**src/rtl/bcd_conv_arbiter.sv**
```systemverilog
// Round-robin arbiter sharing one binary-to-BCD encoder between several requesters.
// Supervises the encoder handshake with start/busy timeouts and a start-low gap.
module bcd_conv_arbiter #(
    parameter int N_REQ      = 2,
    parameter int BINARY_LEN = 9,
    parameter int BCD_DIGITS = 3,
    parameter int BCD_LEN    = BCD_DIGITS * 4,
    parameter int START_TMO  = 8,
    parameter int BUSY_TMO   = BINARY_LEN + 4,
    parameter int GAP_CYCLES = 2
) (
    input  logic                        CLK,
    input  logic                        RST,
    input  logic [N_REQ-1:0]            I_REQ,
    input  logic [N_REQ*BINARY_LEN-1:0] I_BIN,
    output logic [N_REQ-1:0]            O_DONE,
    output logic                        O_ERR,
    output logic [BCD_LEN-1:0]          O_BCD,
    output logic                        O_BUSY,
    output logic                        O_ENC_CONV,
    output logic [BINARY_LEN-1:0]       O_ENC_BIN,
    input  logic                        I_ENC_BUSY,
    input  logic [BCD_LEN-1:0]          I_ENC_BCD
);

    localparam int IDX_W   = (N_REQ > 1) ? $clog2(N_REQ) : 1;
    localparam int TMO_MAX = (START_TMO > BUSY_TMO) ? START_TMO : BUSY_TMO;
    localparam int CNT_MAX = (TMO_MAX > GAP_CYCLES) ? TMO_MAX : GAP_CYCLES;
    localparam int CNT_W   = $clog2(CNT_MAX + 1);

    localparam logic [CNT_W-1:0] START_LAST = CNT_W'(START_TMO - 1);
    localparam logic [CNT_W-1:0] BUSY_LAST  = CNT_W'(BUSY_TMO - 1);
    localparam logic [CNT_W-1:0] GAP_LAST   = CNT_W'(GAP_CYCLES - 1);
    localparam logic [IDX_W-1:0] IDX_LAST   = IDX_W'(N_REQ - 1);

    typedef enum logic [1:0] {
        S_IDLE,
        S_START,
        S_BUSY,
        S_GAP
    } state_t;

    state_t               state_q, state_d;
    logic [CNT_W-1:0]     cnt_q, cnt_d;
    logic [IDX_W-1:0]     grant_q, grant_d;
    logic [IDX_W-1:0]     ptr_q, ptr_d;
    logic                 conv_q, conv_d;
    logic [BINARY_LEN-1:0] bin_q, bin_d;
    logic [N_REQ-1:0]     done_q, done_d;
    logic                 err_q, err_d;
    logic [BCD_LEN-1:0]   bcd_q, bcd_d;
    logic                 busy_q, busy_d;

    logic [BINARY_LEN-1:0] bin_arr [N_REQ];
    logic [IDX_W:0]       rr_sum;
    logic [IDX_W-1:0]     rr_idx;
    logic [IDX_W-1:0]     pick;
    logic                 found;
    logic [N_REQ-1:0]     done_hot;

    for (genvar k = 0; k < N_REQ; k++) begin : g_slice
        assign bin_arr[k] = I_BIN[k*BINARY_LEN +: BINARY_LEN];
    end

    // First active requester at or after the pointer, circularly
    always_comb begin
        pick   = '0;
        found  = 1'b0;
        rr_sum = '0;
        rr_idx = '0;
        for (int i = 0; i < N_REQ; i++) begin
            rr_sum = {1'b0, ptr_q} + (IDX_W+1)'(i);
            if (rr_sum >= (IDX_W+1)'(N_REQ)) begin
                rr_sum = rr_sum - (IDX_W+1)'(N_REQ);
            end
            rr_idx = rr_sum[IDX_W-1:0];
            if (!found && I_REQ[rr_idx]) begin
                found = 1'b1;
                pick  = rr_idx;
            end
        end
    end

    assign done_hot = N_REQ'(1) << grant_q;

    always_comb begin
        state_d = state_q;
        cnt_d   = cnt_q + CNT_W'(1);
        grant_d = grant_q;
        ptr_d   = ptr_q;
        conv_d  = conv_q;
        bin_d   = bin_q;
        done_d  = '0;
        err_d   = 1'b0;
        bcd_d   = bcd_q;
        busy_d  = 1'b1;
        unique case (state_q)
            S_IDLE: begin
                busy_d = 1'b0;
                cnt_d  = '0;
                // A busy encoder here belongs to someone else; wait it out
                if (found && !I_ENC_BUSY) begin
                    grant_d = pick;
                    ptr_d   = (pick == IDX_LAST) ? '0 : pick + IDX_W'(1);
                    bin_d   = bin_arr[pick];
                    conv_d  = 1'b1;
                    busy_d  = 1'b1;
                    state_d = S_START;
                end
            end
            S_START: begin
                conv_d = 1'b1;
                if (I_ENC_BUSY) begin
                    conv_d  = 1'b0;
                    cnt_d   = '0;
                    state_d = S_BUSY;
                end else if (cnt_q == START_LAST) begin
                    conv_d  = 1'b0;
                    done_d  = done_hot;
                    err_d   = 1'b1;
                    cnt_d   = '0;
                    state_d = S_GAP;
                end
            end
            S_BUSY: begin
                if (!I_ENC_BUSY) begin
                    bcd_d   = I_ENC_BCD;
                    done_d  = done_hot;
                    cnt_d   = '0;
                    state_d = S_GAP;
                end else if (cnt_q == BUSY_LAST) begin
                    done_d  = done_hot;
                    err_d   = 1'b1;
                    cnt_d   = '0;
                    state_d = S_GAP;
                end
            end
            S_GAP: begin
                conv_d = 1'b0;
                if (cnt_q == GAP_LAST) begin
                    busy_d  = 1'b0;
                    cnt_d   = '0;
                    state_d = S_IDLE;
                end
            end
            default: begin
                state_d = S_IDLE;
                busy_d  = 1'b0;
                conv_d  = 1'b0;
                cnt_d   = '0;
            end
        endcase
    end

    always_ff @(posedge CLK or posedge RST) begin
        if (RST) begin
            state_q <= S_IDLE;
            cnt_q   <= '0;
            grant_q <= '0;
            ptr_q   <= '0;
            conv_q  <= 1'b0;
            bin_q   <= '0;
            done_q  <= '0;
            err_q   <= 1'b0;
            bcd_q   <= '0;
            busy_q  <= 1'b0;
        end else begin
            state_q <= state_d;
            cnt_q   <= cnt_d;
            grant_q <= grant_d;
            ptr_q   <= ptr_d;
            conv_q  <= conv_d;
            bin_q   <= bin_d;
            done_q  <= done_d;
            err_q   <= err_d;
            bcd_q   <= bcd_d;
            busy_q  <= busy_d;
        end
    end

    assign O_DONE     = done_q;
    assign O_ERR      = err_q;
    assign O_BCD      = bcd_q;
    assign O_BUSY     = busy_q;
    assign O_ENC_CONV = conv_q;
    assign O_ENC_BIN  = bin_q;

endmodule

```
**config.mk**
```make
export PLATFORM = sky130hd
export DESIGN_NAME = bcd_conv_arbiter
export DESIGN_NICKNAME = d
export VERILOG_FILES = /design/src/rtl/bcd_conv_arbiter.sv
export SDC_FILE = /design/constraint.sdc
export NUM_CORES = 1
export LEC_CHECK = 0
export CORE_MARGIN = 5
export CORE_UTILIZATION = 46
export CTS_CLUSTER_DIAMETER = 60
export DETAILED_ROUTE_END_ITERATION = 8
export HOLD_SLACK_MARGIN = 0.05
export PLACE_DENSITY = 0.81
export SETUP_SLACK_MARGIN = 0.05
export SLEW_MARGIN = 40
export SYNTH_ARGS = -nofsm -noshare
export SYNTH_HDL_FRONTEND = slang
export SYNTH_SLANG_ARGS = --single-unit
```
**constraint.sdc**
```tcl
create_clock -name CLK -period 4.3 [get_ports CLK]
set_input_delay 0.86 -clock CLK [delete_from_list [all_inputs] [get_ports CLK]]
set_output_delay 0.86 -clock CLK [all_outputs]
set_load 0.02 [all_outputs]
```
# Word level (Yosys, flattened, before mapping)
# Cells that the tools add are included.
dict set report word_totals {
  latchBits 0
  in_bits 35
  output_inout_bits 26
  elab_cells 87
  ramBits 0
  memories 0
  rom_bits 0
  reg_bits 34
}
dict set report op_classes {
  reduce_logical 10
  addsub 5
  n_mux 44
  n_bitwise 2
  magnitude_cmp 5
  div_mod_pow 0
  n_mul 0
  eq_ne 10
  shifts 1
}
# op count
set op_table {}
lappend op_table {{9-bit 2-to-1 mux} 3}
lappend op_table {{1-bit 2-to-1 mux} 20}
lappend op_table {{2-bit 2-to-1 mux} 10}
lappend op_table {{4-bit 2-to-1 mux} 5}
lappend op_table {{4-bit case mux with 4 select lines} 1}
lappend op_table {{2-bit case mux with 4 select lines} 1}
lappend op_table {{3-bit inequality test, second input constant} 2}
lappend op_table {{2-bit AND reduction} 3}
lappend op_table {{4-bit by 1-bit adder with 4-bit output, second input constant} 1}
lappend op_table {{2-bit == test, second input constant} 2}
lappend op_table {{4-bit by 1-bit == test with 1-bit output, second input constant} 1}
lappend op_table {{4-bit by 3-bit == test with 1-bit output, second input constant} 1}
lappend op_table {{4-bit == test, second input constant} 1}
lappend op_table {{2-bit >= comparator, second input constant} 2}
lappend op_table {{1-bit by 2-bit < comparator with 1-bit output, second input constant} 2}
lappend op_table {{2-bit inequality test, second input constant} 2}
lappend op_table {{1-bit case mux with 2 select lines} 2}
lappend op_table {{2-bit case mux with 2 select lines} 1}
lappend op_table {{4-bit AND reduction} 1}
lappend op_table {{1-bit case mux with 3 select lines} 1}
lappend op_table {{3-bit nonzero test} 1}
lappend op_table {{1-bit by 1-bit adder with 2-bit output, second input constant} 1}
lappend op_table {{2-bit by 1-bit == test with 1-bit output, second input constant} 1}
lappend op_table {{1-bit by 2-bit >= comparator with 1-bit output, second input constant} 1}
lappend op_table {{8 further kinds} 11}

# Depth between registers and ports, before layout
dict set report depth {
  depth_word 12
  depth_mapped 7
  ltp_nobuf 6
}

# Worst setup path before layout
# No wires, ideal clock.
dict set report synth_path {
  kind {input -> register}
  from {input port I_ENC_BUSY}
  to {register state_q[1]}
  arrival_ns 1.754
  path_buffers 0
  required_ns 4.175
  path_slack_ns 2.421
  setup_ns 0.125
  stages 4
  path_cell_list {and2_1 a222oi_1 nand2_1 mux2_4}
}
dict set report synth_via {
  elab_chain_cells 4
  elab_cells_between_ends 9
  classes_between {eq/ne (3); mux (3); reduce/logical (3)}
}
# element line_no
set synth_rtl {}
lappend synth_rtl {{from (decl)} 22} ;# input logic I_ENC_BUSY,
lappend synth_rtl {{1-bit zero test} --}
lappend synth_rtl {{1-bit logical AND} 102} ;# if (found && !I_ENC_BUSY) begin
lappend synth_rtl {{2-bit inequality test (no source line)} --}
lappend synth_rtl {{4-bit AND reduction (no source line)} --}
lappend synth_rtl {{to (signal assigned)} 168} ;# state_q <= state_d;
lappend synth_rtl {{to (decl)} 43} ;# state_t state_q, state_d;
# Several ways; a longest one is shown, not always the timed one.
# A chain may end at the register's enable or synchronous reset.

# Worst setup path after layout
# Same ends and word-level chain as after synthesis.

==> out/metrics.sh <==
RESULT_OF_THE_RUN='finished, final reports clean'
CRITPATHLAUNCHTYPE='input port'
CORE-AREA_MM2=0.00331
FINAL.PERIOD_UTILIZATION_PCT=52.6
SYN_TO_LAYOUT_AREA_DELTA_PCT=45.6
YOSYSSEQAREASHARE_PCT=54.4
ANT_NETS=0
CLK_ROOT_BUFFER_CELL='sky130_fd_sc_hd__clkbuf_4'
CLK_TRANSITION_REPORTED_PATHS_NS=0.10
CLOCK_BUFFERS_CREATED_BY_TRITONCTS=5
MAX_FREQ_GHz=0.443
GRT.TOTAL_USAGE_PCT=16.0
NETLIST_TOP_CELLS_AREA='sky130_fd_sc_hd__dfrtp_1 54%, sky130_fd_sc_hd__mux2_2 9.4%, sky130_fd_sc_hd__ha_1 6.4%'
FIN_AREA_MM2=0.00228
YOSYSTOPAREACELL='sky130_fd_sc_hd__dfrtp_1'
H-TREE-DEPTH=2
FIN_NETS=243
CLOCK_SINK_COUNT=34
GRT_PASS1_VIAS=1254
DRT_DRC_VIOLATIONS_LEFT=0
SYNTHDOMINANTCELLAREASHARE_PCT=54.4
NUMPORTBUFFERS=60
INITIAL_UTILIZATION_PCT=47.3
ENDPOINT_KIND='flip-flop'
CP.ARRIVAL_NS=2.47
TRITONCTS_CLOCK_TREE='yes'
SYNTH-MAIN-FF-CELL='sky130_fd_sc_hd__dfrtp_1'
SYN-MEAN-INSTANCE-AREA_UM2=11.5
FIRST_PASS_GRT_WIRE_LENGTH_UM=5430
MOST_COMMON_LIBRARY_CELL_IN_THE_LAYOUT_IGNORING_FILL_AND_TAPS='sky130_fd_sc_hd__clkdlybuf4s50_1'
PATH_CLASS='input port to flip-flop'
NETLIST_AREA_MM2=0.00157
FINAL_CELL_MIX='60 x sky130_fd_sc_hd__clkdlybuf4s50_1, 34 x sky130_fd_sc_hd__dfrtp_1, 13 x sky130_fd_sc_hd__mux2_2, 13 x sky130_fd_sc_hd__nand2_1, 11 x sky130_fd_sc_hd__o21ai_0'
INSTANCES_NO_FILL=247
FIN_CRIT_NS=2.26
SYNTH_CELLS=136
CTS_REPAIR_RESIZE_COUNT=0
PLACED_CELLS=239
POWERDENSITY_mW_PER_MM2=651
SYNTHDISTINCTLIBCELLS=28
SYNTH_EDF_COUNT=0
TIMING.REG2REG.WORST_PATH_DEPTH=6
CTS-HOLD-FIX-BUFFERS=0
LAYOUT_FILLER_CELL_COUNT=254
POST-CTS-SETUP-BUFFER-COUNT=0
CRIT_PATH_MAX_FANOUT=6
DIE_AREA_MM2=0.00467
FIRST_DRT_ITERATION_DRCS=63
CP.REQUIRED_NS=4.51
CLK-INSERTION-DELAY-LATE_NS=0.32
DRV.MAX_CAP_VIOLATION_COUNT=0
WORSTHOLDPATHTYPE='flip-flop to flip-flop'
SKEW_NS=0.00813
NUM_ROWS=21
DIE_Y_UM=68.3
SYNTHESIS.YOSYS.WARNINGS=0
WORSTMARGINPINSLEW_NS=0.679
MAX-VDD-IR-DROP_V=0.000335
SETUP_TOTAL_NEGATIVE_SLACK_NS=0
POST_ROUTE_CELLS_DRIVE_ABOVE_1_SHARE_PCT=13.4
FIRSTDRTPASSITERS=4
HOLD_VIOL_FINAL=0
GRT_OVERFLOW_TOTAL=0
NUM_VIAS=1199
DETAILED_ROUTE_VIAS_PER_INSTANCE=4.85
POWER_LEAKAGE_nW=1.02
N_ANTENNA_CELL=0
POSTSYNTHREGISTERBITS=34
HOLD-PATH-CELL-COUNT=1
POST_DRT_WL_PER_CELL_UM=13.5
GRT_START_MAX_NET_PINS=35
GP_ROUTABILITY_CONGESTION=0.828
ROUTE.FINAL.WIRE_LENGTH_UM=3340
DETAILEDPLACEMENTHPWL_UM=2650
CTS-ROOT-TO-SINK-BUFFERS=2
SYN_NETS=179
IO-PIN-COUNT=61
MAXSLEWVIOLCOUNT=0
SETUP-VIOLATIONS-FINAL=0
UNREPAIRED_SETUP_ENDPOINTS_AFTER_GLOBAL_ROUTING='no'
CELL_AREA_AFTER_PLACEMENT_MM2=0.00222
DIE_X_UM=68.3
ASYNC_FLOP_SHARE_PCT=100
INITIAL_ANTENNA_VIOLATION_COUNT=0
SLEW_HEADROOM_PCT=54.7
[layer usage]
metal,GRT usage [%],up-vias,part of all wire (%)
met5,0,-,0
met4,8.93,0,1.5
met3,4.60,4,10
met2,27.7,55,49
met1,17.5,551,39
li1,-,589,-
[cell usage after synthesis (2+ instances only)]
| library cell | instances |
|---|---|
| sky130_fd_sc_hd__clkbuf_1 | 2 |
| sky130_fd_sc_hd__ha_1 | 8 |
| sky130_fd_sc_hd__mux2_2 | 13 |
| sky130_fd_sc_hd__o21ai_0 | 12 |
| sky130_fd_sc_hd__nor2b_1 | 4 |
| sky130_fd_sc_hd__nor2_1 | 8 |
| sky130_fd_sc_hd__or2_2 | 2 |
| sky130_fd_sc_hd__nand3_1 | 2 |
| sky130_fd_sc_hd__a21oi_1 | 4 |
| sky130_fd_sc_hd__mux2i_1 | 9 |
| sky130_fd_sc_hd__dfrtp_1 | 34 |
| sky130_fd_sc_hd__nand2_1 | 13 |
| sky130_fd_sc_hd__inv_1 | 9 |
| sky130_fd_sc_hd__buf_2 | 2 |
[state kept, by name (all words and copies together), names as in the netlist, 2 cells and up]
name and flops:
cnt_q 4, O_ENC_BIN 9, O_BCD 12, state_q 2
O_DONE 2
[cell families after synthesis]
logic type | count (synthesis) | synth area share [%]
buf+inv | 13 | 3.28
compound gates | 23 | 8.71
simple gates | 33 | 10.1
mux | 23 | 16.1
flops | 34 | 54.4
fa+ha+maj | 8 | 6.40
xor+xnor | 2 | 1.12
[path summary, 6_finish.rpt]
check | start | end | slack [ns]
setup / recovery | I_ENC_BUSY | state_q[1] | 2.04
min in group asynchronous | RST | O_BCD[7] | 0.92
hold reg to reg | grant_q | O_DONE[0] | 0.46
max in group asynchronous | RST | cnt_q[0] | 3.08
hold / removal | grant_q | O_DONE[0] | 0.46
setup reg to reg | cnt_q[1] | state_q[1] | 2.40
[layout make-up]
| cell class | instances | area, um^2 | area share [%] |
|---|---|---|---|
| inverter | 9 | 33.8 | 1.48 |
| timing repair buffer | 61 | 608 | 26.7 |
| clock buffer | 7 | 55.1 | 2.41 |
| multi-input combinational | 89 | 669 | 29.4 |
| sequential | 34 | 851 | 37.3 |
| tap | 46 | 57.6 | 2.52 |
| clock inverter | 1 | 5.00 | 0.220 |
[critical path, cell delays in order]
cell and delay (ns):
sky130_fd_sc_hd__clkdlybuf4s50_1 0.50, sky130_fd_sc_hd__and2_1 0.24, sky130_fd_sc_hd__a222oi_1 0.39, sky130_fd_sc_hd__nand2_1 0.17, sky130_fd_sc_hd__mux2_4 0.32
[per-stage QoR]
stage	power [W]	hold WS, ns	setup slack (ns)	util, %
after floorplan	0.000990	0.425	2.42	-
after detailed placement	0.00132	0.445	1.74	67.0
after global routing	0.00160	0.506	2.02	68.9
after global placement	0.00129	0.436	1.58	66.9
final	0.00148	0.455	2.04	68.9
after CTS	0.00150	0.461	2.08	68.9
[report_power, final]
part / internal, W / switching [W]
registers: 0.000458 / 0.0000780
clock network: 0.0000792 / 0.0000962
logic: 0.000395 / 0.000377
total: 0.000933 / 0.000551
Note: power is estimated with default switching activity, not from simulation.
